## src/rtl/instr_issue_pkg.sv

```systemverilog
// Shared definitions for the instruction issue stage: FSM encoding, op select
// codes and the bit layout of the 10-bit instruction word.
package instr_issue_pkg;

  typedef enum logic [1:0] {
    IDLE = 2'd0,
    EXEC = 2'd1,
    WB   = 2'd2
  } state_t;

  localparam logic [2:0] OP_SUB    = 3'd0;
  localparam logic [2:0] OP_ADD    = 3'd1;
  localparam logic [2:0] OP_OR     = 3'd2;
  localparam logic [2:0] OP_AND    = 3'd3;
  localparam logic [2:0] OP_SRA_RT = 3'd4;
  localparam logic [2:0] OP_ROL_RS = 3'd5;
  localparam logic [2:0] OP_LT     = 3'd6;
  localparam logic [2:0] OP_EQ     = 3'd7;

  localparam int INSTR_W = 10;
  localparam int LD_BIT  = 9;
  localparam int OP_HI   = 8;
  localparam int OP_LO   = 6;
  localparam int RD_HI   = 5;
  localparam int RD_LO   = 4;
  localparam int RS_HI   = 3;
  localparam int RS_LO   = 2;
  localparam int RT_HI   = 1;
  localparam int RT_LO   = 0;

endpackage

```

## src/rtl/regfile_4x4.sv

```systemverilog
// Small register file: two operand read ports, one debug read port and one
// synchronous write port; all entries clear on rst.
module regfile_4x4 #(
  parameter int DATA_W = 4,
  parameter int ADDR_W = 2
) (
  input  logic                     clk,
  input  logic                     rst,
  input  logic                     we,
  input  logic        [ADDR_W-1:0] waddr,
  input  logic signed [DATA_W-1:0] wdata,
  input  logic        [ADDR_W-1:0] ra_addr,
  output logic signed [DATA_W-1:0] ra_data,
  input  logic        [ADDR_W-1:0] rb_addr,
  output logic signed [DATA_W-1:0] rb_data,
  input  logic        [ADDR_W-1:0] dbg_addr,
  output logic signed [DATA_W-1:0] dbg_data
);

  localparam int NREGS = 1 << ADDR_W;

  logic signed [DATA_W-1:0] mem [NREGS];

  always_ff @(posedge clk) begin
    if (rst) begin
      for (int i = 0; i < NREGS; i++) mem[i] <= '0;
    end else if (we) begin
      mem[waddr] <= wdata;
    end
  end

  assign ra_data  = mem[ra_addr];
  assign rb_data  = mem[rb_addr];
  assign dbg_data = mem[dbg_addr];

endmodule

```

## src/rtl/instr_issue.sv

```systemverilog
// Issue stage: accepts one instruction per 3 cycles, reads operands, drives the
// execute block, then writes the captured result back to the register file.
module instr_issue
  import instr_issue_pkg::*;
#(
  parameter int DATA_W = 4,
  parameter int ADDR_W = 2,
  parameter int CNT_W  = 8
) (
  input  logic                     clk,
  input  logic                     rst,
  input  logic                     in_valid,
  output logic                     in_ready,
  input  logic       [INSTR_W-1:0] in_instr,
  output logic signed [DATA_W-1:0] ex_rs,
  output logic signed [DATA_W-1:0] ex_rt,
  output logic               [2:0] ex_sel,
  input  logic signed [DATA_W-1:0] ex_rd,
  output logic                     wb_valid,
  output logic        [ADDR_W-1:0] wb_addr,
  output logic signed [DATA_W-1:0] wb_data,
  output logic         [CNT_W-1:0] retired,
  input  logic        [ADDR_W-1:0] dbg_addr,
  output logic signed [DATA_W-1:0] dbg_data
);

  state_t state;

  logic                     ld_p0;
  logic               [2:0] op_p0;
  logic        [ADDR_W-1:0] rd_p0, rs_p0, rt_p0;
  logic signed [DATA_W-1:0] rf_a, rf_b;
  logic                     accept;

  logic                     ld_p1;
  logic        [ADDR_W-1:0] rd_p1;
  logic signed [DATA_W-1:0] imm_p1;

  assign ld_p0  = in_instr[LD_BIT];
  assign op_p0  = in_instr[OP_HI:OP_LO];
  assign rd_p0  = in_instr[RD_HI:RD_LO];
  assign rs_p0  = in_instr[RS_HI:RS_LO];
  assign rt_p0  = in_instr[RT_HI:RT_LO];
  assign accept = in_valid && in_ready;

  // Writeback uses the registered wb_* outputs directly, so the commit lands
  // on the edge that ends the WB cycle.
  regfile_4x4 #(.DATA_W(DATA_W), .ADDR_W(ADDR_W)) u_rf (
    .clk      (clk),
    .rst      (rst),
    .we       (wb_valid),
    .waddr    (wb_addr),
    .wdata    (wb_data),
    .ra_addr  (rs_p0),
    .ra_data  (rf_a),
    .rb_addr  (rt_p0),
    .rb_data  (rf_b),
    .dbg_addr (dbg_addr),
    .dbg_data (dbg_data)
  );

  // p0 -> p1: decode fields needed later, held until the next accept
  always_ff @(posedge clk) begin
    if (accept) begin
      ld_p1  <= ld_p0;
      rd_p1  <= rd_p0;
      imm_p1 <= {rs_p0, rt_p0};
    end
  end

  // Control FSM; the ex_* registers double as the latched operands
  always_ff @(posedge clk) begin
    if (rst) begin
      state    <= IDLE;
      in_ready <= 1'b1;
      ex_rs    <= '0;
      ex_rt    <= '0;
      ex_sel   <= '0;
      wb_valid <= 1'b0;
      wb_addr  <= '0;
      wb_data  <= '0;
      retired  <= '0;
    end else begin
      case (state)
        IDLE: begin
          if (in_valid) begin
            state    <= EXEC;
            in_ready <= 1'b0;
            ex_rs    <= rf_a;
            ex_rt    <= rf_b;
            ex_sel   <= op_p0;
          end
        end
        EXEC: begin
          state    <= WB;
          wb_valid <= 1'b1;
          wb_addr  <= rd_p1;
          wb_data  <= ld_p1 ? imm_p1 : ex_rd;
        end
        WB: begin
          state    <= IDLE;
          wb_valid <= 1'b0;
          in_ready <= 1'b1;
          retired  <= retired + 1'b1;
        end
        default: begin
          state    <= IDLE;
          wb_valid <= 1'b0;
          in_ready <= 1'b1;
        end
      endcase
    end
  end

endmodule
```

## config.mk

```make
export PLATFORM = sky130hd
export DESIGN_NAME = instr_issue
export DESIGN_NICKNAME = d
export VERILOG_FILES = /design/src/rtl/instr_issue_pkg.sv /design/src/rtl/regfile_4x4.sv /design/src/rtl/instr_issue.sv
export SDC_FILE = /design/constraint.sdc
export NUM_CORES = 1
export LEC_CHECK = 0
export BUFFER_PORTS_ARGS = -buffer_cell sky130_fd_sc_hd__buf_2
export CORE_MARGIN = 4
export CORE_UTILIZATION = 50
export CTS_CLUSTER_SIZE = 8
export DETAILED_ROUTE_END_ITERATION = 10
export MAX_ROUTING_LAYER = met4
export PLACE_DENSITY = 0.75
export SLEW_MARGIN = 15
export SYNTH_ARGS = -nofsm -noshare
export SYNTH_HDL_FRONTEND = slang
export SYNTH_SLANG_ARGS = --single-unit
```

## constraint.sdc

```tcl
create_clock -name clk -period 1.7 [get_ports clk]
set_input_delay 0.51 -clock clk [delete_from_list [all_inputs] [get_ports clk]]
set_output_delay 0.51 -clock clk [all_outputs]
set_load 0.02 [all_outputs]
```

-- Word level (Yosys, flattened, before mapping)
Memory sizes are Yosys's and may differ from the RTL's. A register that Yosys moved wholly into a read port is not among the register bits.
Cells that the tools add are included.
- register bits: 28
- memory bits (writable): 16
- input bits: 19
- output and inout port bits: 31
- word-level logic and storage cells: 35
- memories kept: 1
- $add $sub $neg: 1
- equal/unequal tests: 3
- muxes and demuxes: 14
- bitwise gates (word level): 1
- reductions and logical operators: 5
- memory list (memory ; depth ; width ; read ports ; clocked after memory_dff ; wr ports ; line ; source):
    u_rf.mem ; 4 ; 4 ; 3 ; 2 ; 4 ; regfile_4x4.sv:22 ; logic signed [DATA_W-1:0] mem [NREGS];
- operator list (operator ; number):
    adder 8 x 1 -> 8 bit, second input constant ; 1
    two-way mux 4 bit ; 2
    two-way mux 1 bit ; 7
    two-way mux 2 bit ; 2
    one-hot mux 1 bit (2 select lines) ; 2
    one-hot mux 2 bit (2 select lines) ; 1
    AND reduction 2 bit ; 2
    OR reduction 4 bit ; 1
    == test 2 x 1 -> 1 bit, second input constant ; 1
    == test 2 bit, second input constant ; 1
    logical NOT 2 bit ; 1
    != test 2 bit, second input constant ; 1
    logical AND 1 bit ; 1
    inverter 1 bit ; 1

-- Logic depth before layout (Yosys ltp)
- depth after elaboration: 5
- gate-level depth with buffers: 4
- gate-level depth less buffers: 4

-- Cells and area by module
A second synthesis with hierarchy kept.
- cells, all modules: 176
- area, all modules: 2341.0 µm²
- by module, submodules not included (module ; instances ; cells each ; area each (µm²) ; seq. area each (µm²)):
    instr_issue ; 1 ; 122 ; 1356.3 ; 790.8
    regfile_4x4 ; 1 ; 54 ; 984.7 ; 480.5

-- Least setup slack after synthesis
Ideal clock, no wire load.
- kind: in2reg
- from: input rst
- to: memory u_rf.mem[1][0] (enable)
- library setup time: 0.297 ns
- arrival: 1.334 ns
- path slack: 0.069 ns
- stages on the path: 4
- path buffers: 1
- path through: clkbuf_1 -> nand2b_1 -> nor3b_1 -> or2_2
- RTL lines (item ; line ; source):
    start: declaration ; instr_issue.sv:11 ; input logic rst,
    end: declaration ; regfile_4x4.sv:22 ;

==> results by group <==
Routing
  • Avg WL per Cell: 15.07 um
  • DR WL met2: 2210 um
  • Max layer used: met4
  • Detailed-router iteration count before antenna repair: 4
  • Count of vias placed by the detailed router: 1622
  • DRC Markers: 0
  • Vias per cell: 5.336
  • DRC marker count from the first detailed-route iteration: 133
  • Post-Route M1 WL: 2064 um
  • Routed wire length: 4582 um
  • Routed met3 length: 262 um
  • Antenna Violating Nets Remaining: 0

Floorplan
  • Floorplan core area: 0.004354 mm2
  • Die outline area: 0.005628 mm2
  • Chip Width: 75.02 um
  • Initial core utilization: 0.5158
  • Number of top-level pins: 50
  • FP Rows: 24
  • Die Y: 75.02 um

Logic synthesis
  • Count of flip-flops with a built-in enable after synthesis: 23
  • Post-synthesis cell type count: 30
  • Ranking of synthesized cells by area: edfxtp_1 31%, dfxtp_1 26%, mux4_2 12%
  • Commonest cells post-synth: 29 x dfxtp_1, 23 x edfxtp_1, 23 x nand2_1
  • Cell taking the most area after synthesis: edfxtp_1
  • Top flip-flop cell by instance count after synthesis: dfxtp_1
  • Avg Inst Size Synth: 12.07 um2
  • Cells after synthesis: 186
  • Synthesis Warnings: 0
  • Most frequent cell after synthesis: dfxtp_1
  • Area fraction of the dominant cell type after synthesis: 0.3075
  • Synthesized Nets: 206
  • Count of state elements after synthesis: 52
  • Sequential fraction of the synthesis area: 0.5660
  • Fraction of registers with async set/reset: 0
  • Synth Cell Area: 0.002246 mm2

Cells and area
  • Net count, final: 271
  • Final cell count without fillers: 304
  • Antenna Cells: 0
  • Area growth, synth to finish: 23.34%
  • Fraction of layout instances using a drive strength above 1: 0.3611

Clock tree
  • CTS H-Tree Depth: 2
  • Buffer cell driving the clock tree root: clkbuf_8
  • CTS clock-pin slew for the worst setup and hold paths: 0.09 ns
  • CTS tree: built
  • Clock Sinks: 52
  • Maximum clock path buffer count: 2
  • Clock latency on the worst-skew pair: 0.29 ns
  • Number of clock buffers inserted by TritonCTS: 5

Global routing
  • Global-route wire length before repair: 7300 um
  • Via count of the first global-routing pass: 1479
  • GRT Resource Usage Total: 0.1812
  • Antenna violations before repair: 0
  • Largest net degree at the start of global routing: 19
  • Overflow after GRT: 0

Worst setup path
  • Maximum fanout along the worst path: 3
  • Startpoint of the worst register-to-register path: state[1]$_SDFFE_PP0P_
  • Endpoint of the lowest-slack register-to-register path: retired[7]$_SDFFE_PP0N_
  • Critical path launch point type: flop
  • Length in cells of the worst reg-to-reg path: 3
  • Required time of the critical path: 1.19 ns
  • Data arrival time of the worst path: 1.38 ns
  • R2R Setup Slk: 0.28 ns
  • Element type at the critical path end: primary output
  • Kind of critical path: flop to primary output

Status
  • Violated checks: setup timing
  • Run status: finished, violations left

Power
  • Overall power: 0.002447 W
  • Clock share of power: 0.293
  • P_leak: 1.175 nW
  • Peak VDD IR: 0.5527 mV
  • Register share of total power: 0.576
  • Cell Int Power: 0.001848 W
  • Power density of the placed cells: 883.4 mW/mm2
  • Switching power share of the total: 0.2448
  • Switching power summed over all nets: 0.0005991 W
  • Combinational cell fraction of total power: 0.131

Timing
  • Highest Clock Rate: 529.4 MHz
  • Slew Limit Fails: 0
  • Number of setup violations in the final report: 4
  • Final Hold Fails: 0
  • RSZ-0062 raised after global routing: yes
  • Shortest clock period the worst path allows after layout: 1.889 ns
  • Final hold slack: 0.3846 ns
  • Final setup slack of the worst path: -0.1888 ns
  • Worst Tran Pin Value: 0.3203 ns
  • Slew HR: 0.7862
  • Final worst-path cycle share: 1.111
  • Worst Skew: 0.007653 ns

Worst hold path
  • Hold crit path type: input pin to flop
  • Sink of the worst hold path: rd_p1[0]$_DFFE_PP_
  • HP Start: in_instr[4]
  • Hold-critical path depth: 1

Placed design
  • DP HPWL: 3467 um
  • IO Port Bufs: 49
  • Number of placed instances, taps included: 287
  • GPL Wtd Cong: 0.7954

Run
  • Maximum capacitance violations: 0
==> power by group through the flow <==
stage          Combinational, W  Clock [W]  Sequential, W
6_report               0.000320   0.000717        0.00141
3_5_place_dp           0.000296          0        0.00144
4_1_cts                0.000320   0.000741        0.00141
5_1_grt                0.000347   0.000800        0.00142
2_1_floorplan          0.000154          0        0.00146
3_3_place_gp           0.000289          0        0.00144
==> kinds of logic after synthesis <==
family | count (synthesis) | share of synthesized area
compound gates | 27 | 0.07019
xor+xnor | 2 | 0.007801
fa+ha+maj | 1 | 0.005570
buf+inv | 9 | 0.01559
flops | 52 | 0.5660
mux | 19 | 0.1515
simple gates | 76 | 0.1833
==> layout by cell type (no fill, tap or decap), types with 4 or more instances in the layout <==
master	instances
mux4_2	12
a21oi_1	16
buf_2	45
edfxtp_1	23
buf_4	17
clkbuf_8	6
nor2_1	11
buf_6	4
mux2i_1	7
and2_1	17
nand2_1	23
a211oi_1	4
dfxtp_1	29
==> cell type report <==
type | instances | area (um2)
multi-input cells | 125 | 939.7
flip-flops and latches | 52 | 1271
well taps | 52 | 65.06
clock inverters | 1 | 6.256
inverters | 1 | 3.754
fillers | 348 | 1584
clock buffers | 7 | 86.33
repair buffers | 66 | 397.9
==> per-layer routing <==
metal	global-route usage	vias up
li1	-	812
met1	0.2374	750
met2	0.2834	53
met3	0.04005	7
met4	0.05336	0
met5	-	-
==> worst max-delay path, cell delays in order, from the launching register on <==
cell and delay (ns):
edfxtp_1 0.43, mux4_2 0.51, buf_6 0.15
==> worst max-delay path by stage <==
| stage | slack, ns | end | startpoint |
|---|---|---|---|
| floorplan | 0.07 | u_rf.mem[1][0]$_SDFFCE_PN0P_ | rst |
| global placement | -0.16 | dbg_data[1] | dbg_addr[0] |
| detailed placement | -0.19 | dbg_data[1] | dbg_addr[0] |
| CTS | -0.21 | dbg_data[1] | u_rf.mem[3][1]$_DFFE_PP_ |
| global route | -0.25 | dbg_data[0] | u_rf.mem[0][0]$_SDFFCE_PN0P_ |
| finish | -0.19 | dbg_data[1] | u_rf.mem[3][1]$_DFFE_PP_ |
==> flip-flops by register name, summed over array words and instances (netlist names) <==
register  cells
ld_p1         1
wb_data       4
u_rf.mem     16
ex_sel        3
wb_addr       2
imm_p1        4
retired       8
wb_valid      1
rd_p1         2
in_ready      1
state         2
ex_rs         4
ex_rt         4
==> stage by stage <==
| step | utilization | cell area [um2] | TNS (ns) | setup slack, ns |
|---|---|---|---|---|
| finish | 0.6362 | 2770 | -0.6972 | -0.1888 |
| global route | 0.6362 | 2770 | -0.8870 | -0.2456 |
| CTS | 0.6328 | 2755 | -0.7424 | -0.2077 |
| detailed placement | 0.5937 | 2585 | -0.6990 | -0.1883 |
| global placement | 0.5937 | 2585 | -0.6246 | -0.1572 |
| floorplan | - | 2246 | 0 | 0.06861 |
==> timing repair <==
item                                    CTS  global route
hold buffers                              0             0
endpoints found under the setup margin    4             4
resized for setup                         8             0
setup buffers                             7             2
cloned                                    0             0
Note: power is estimated with default switching activity, not from simulation.
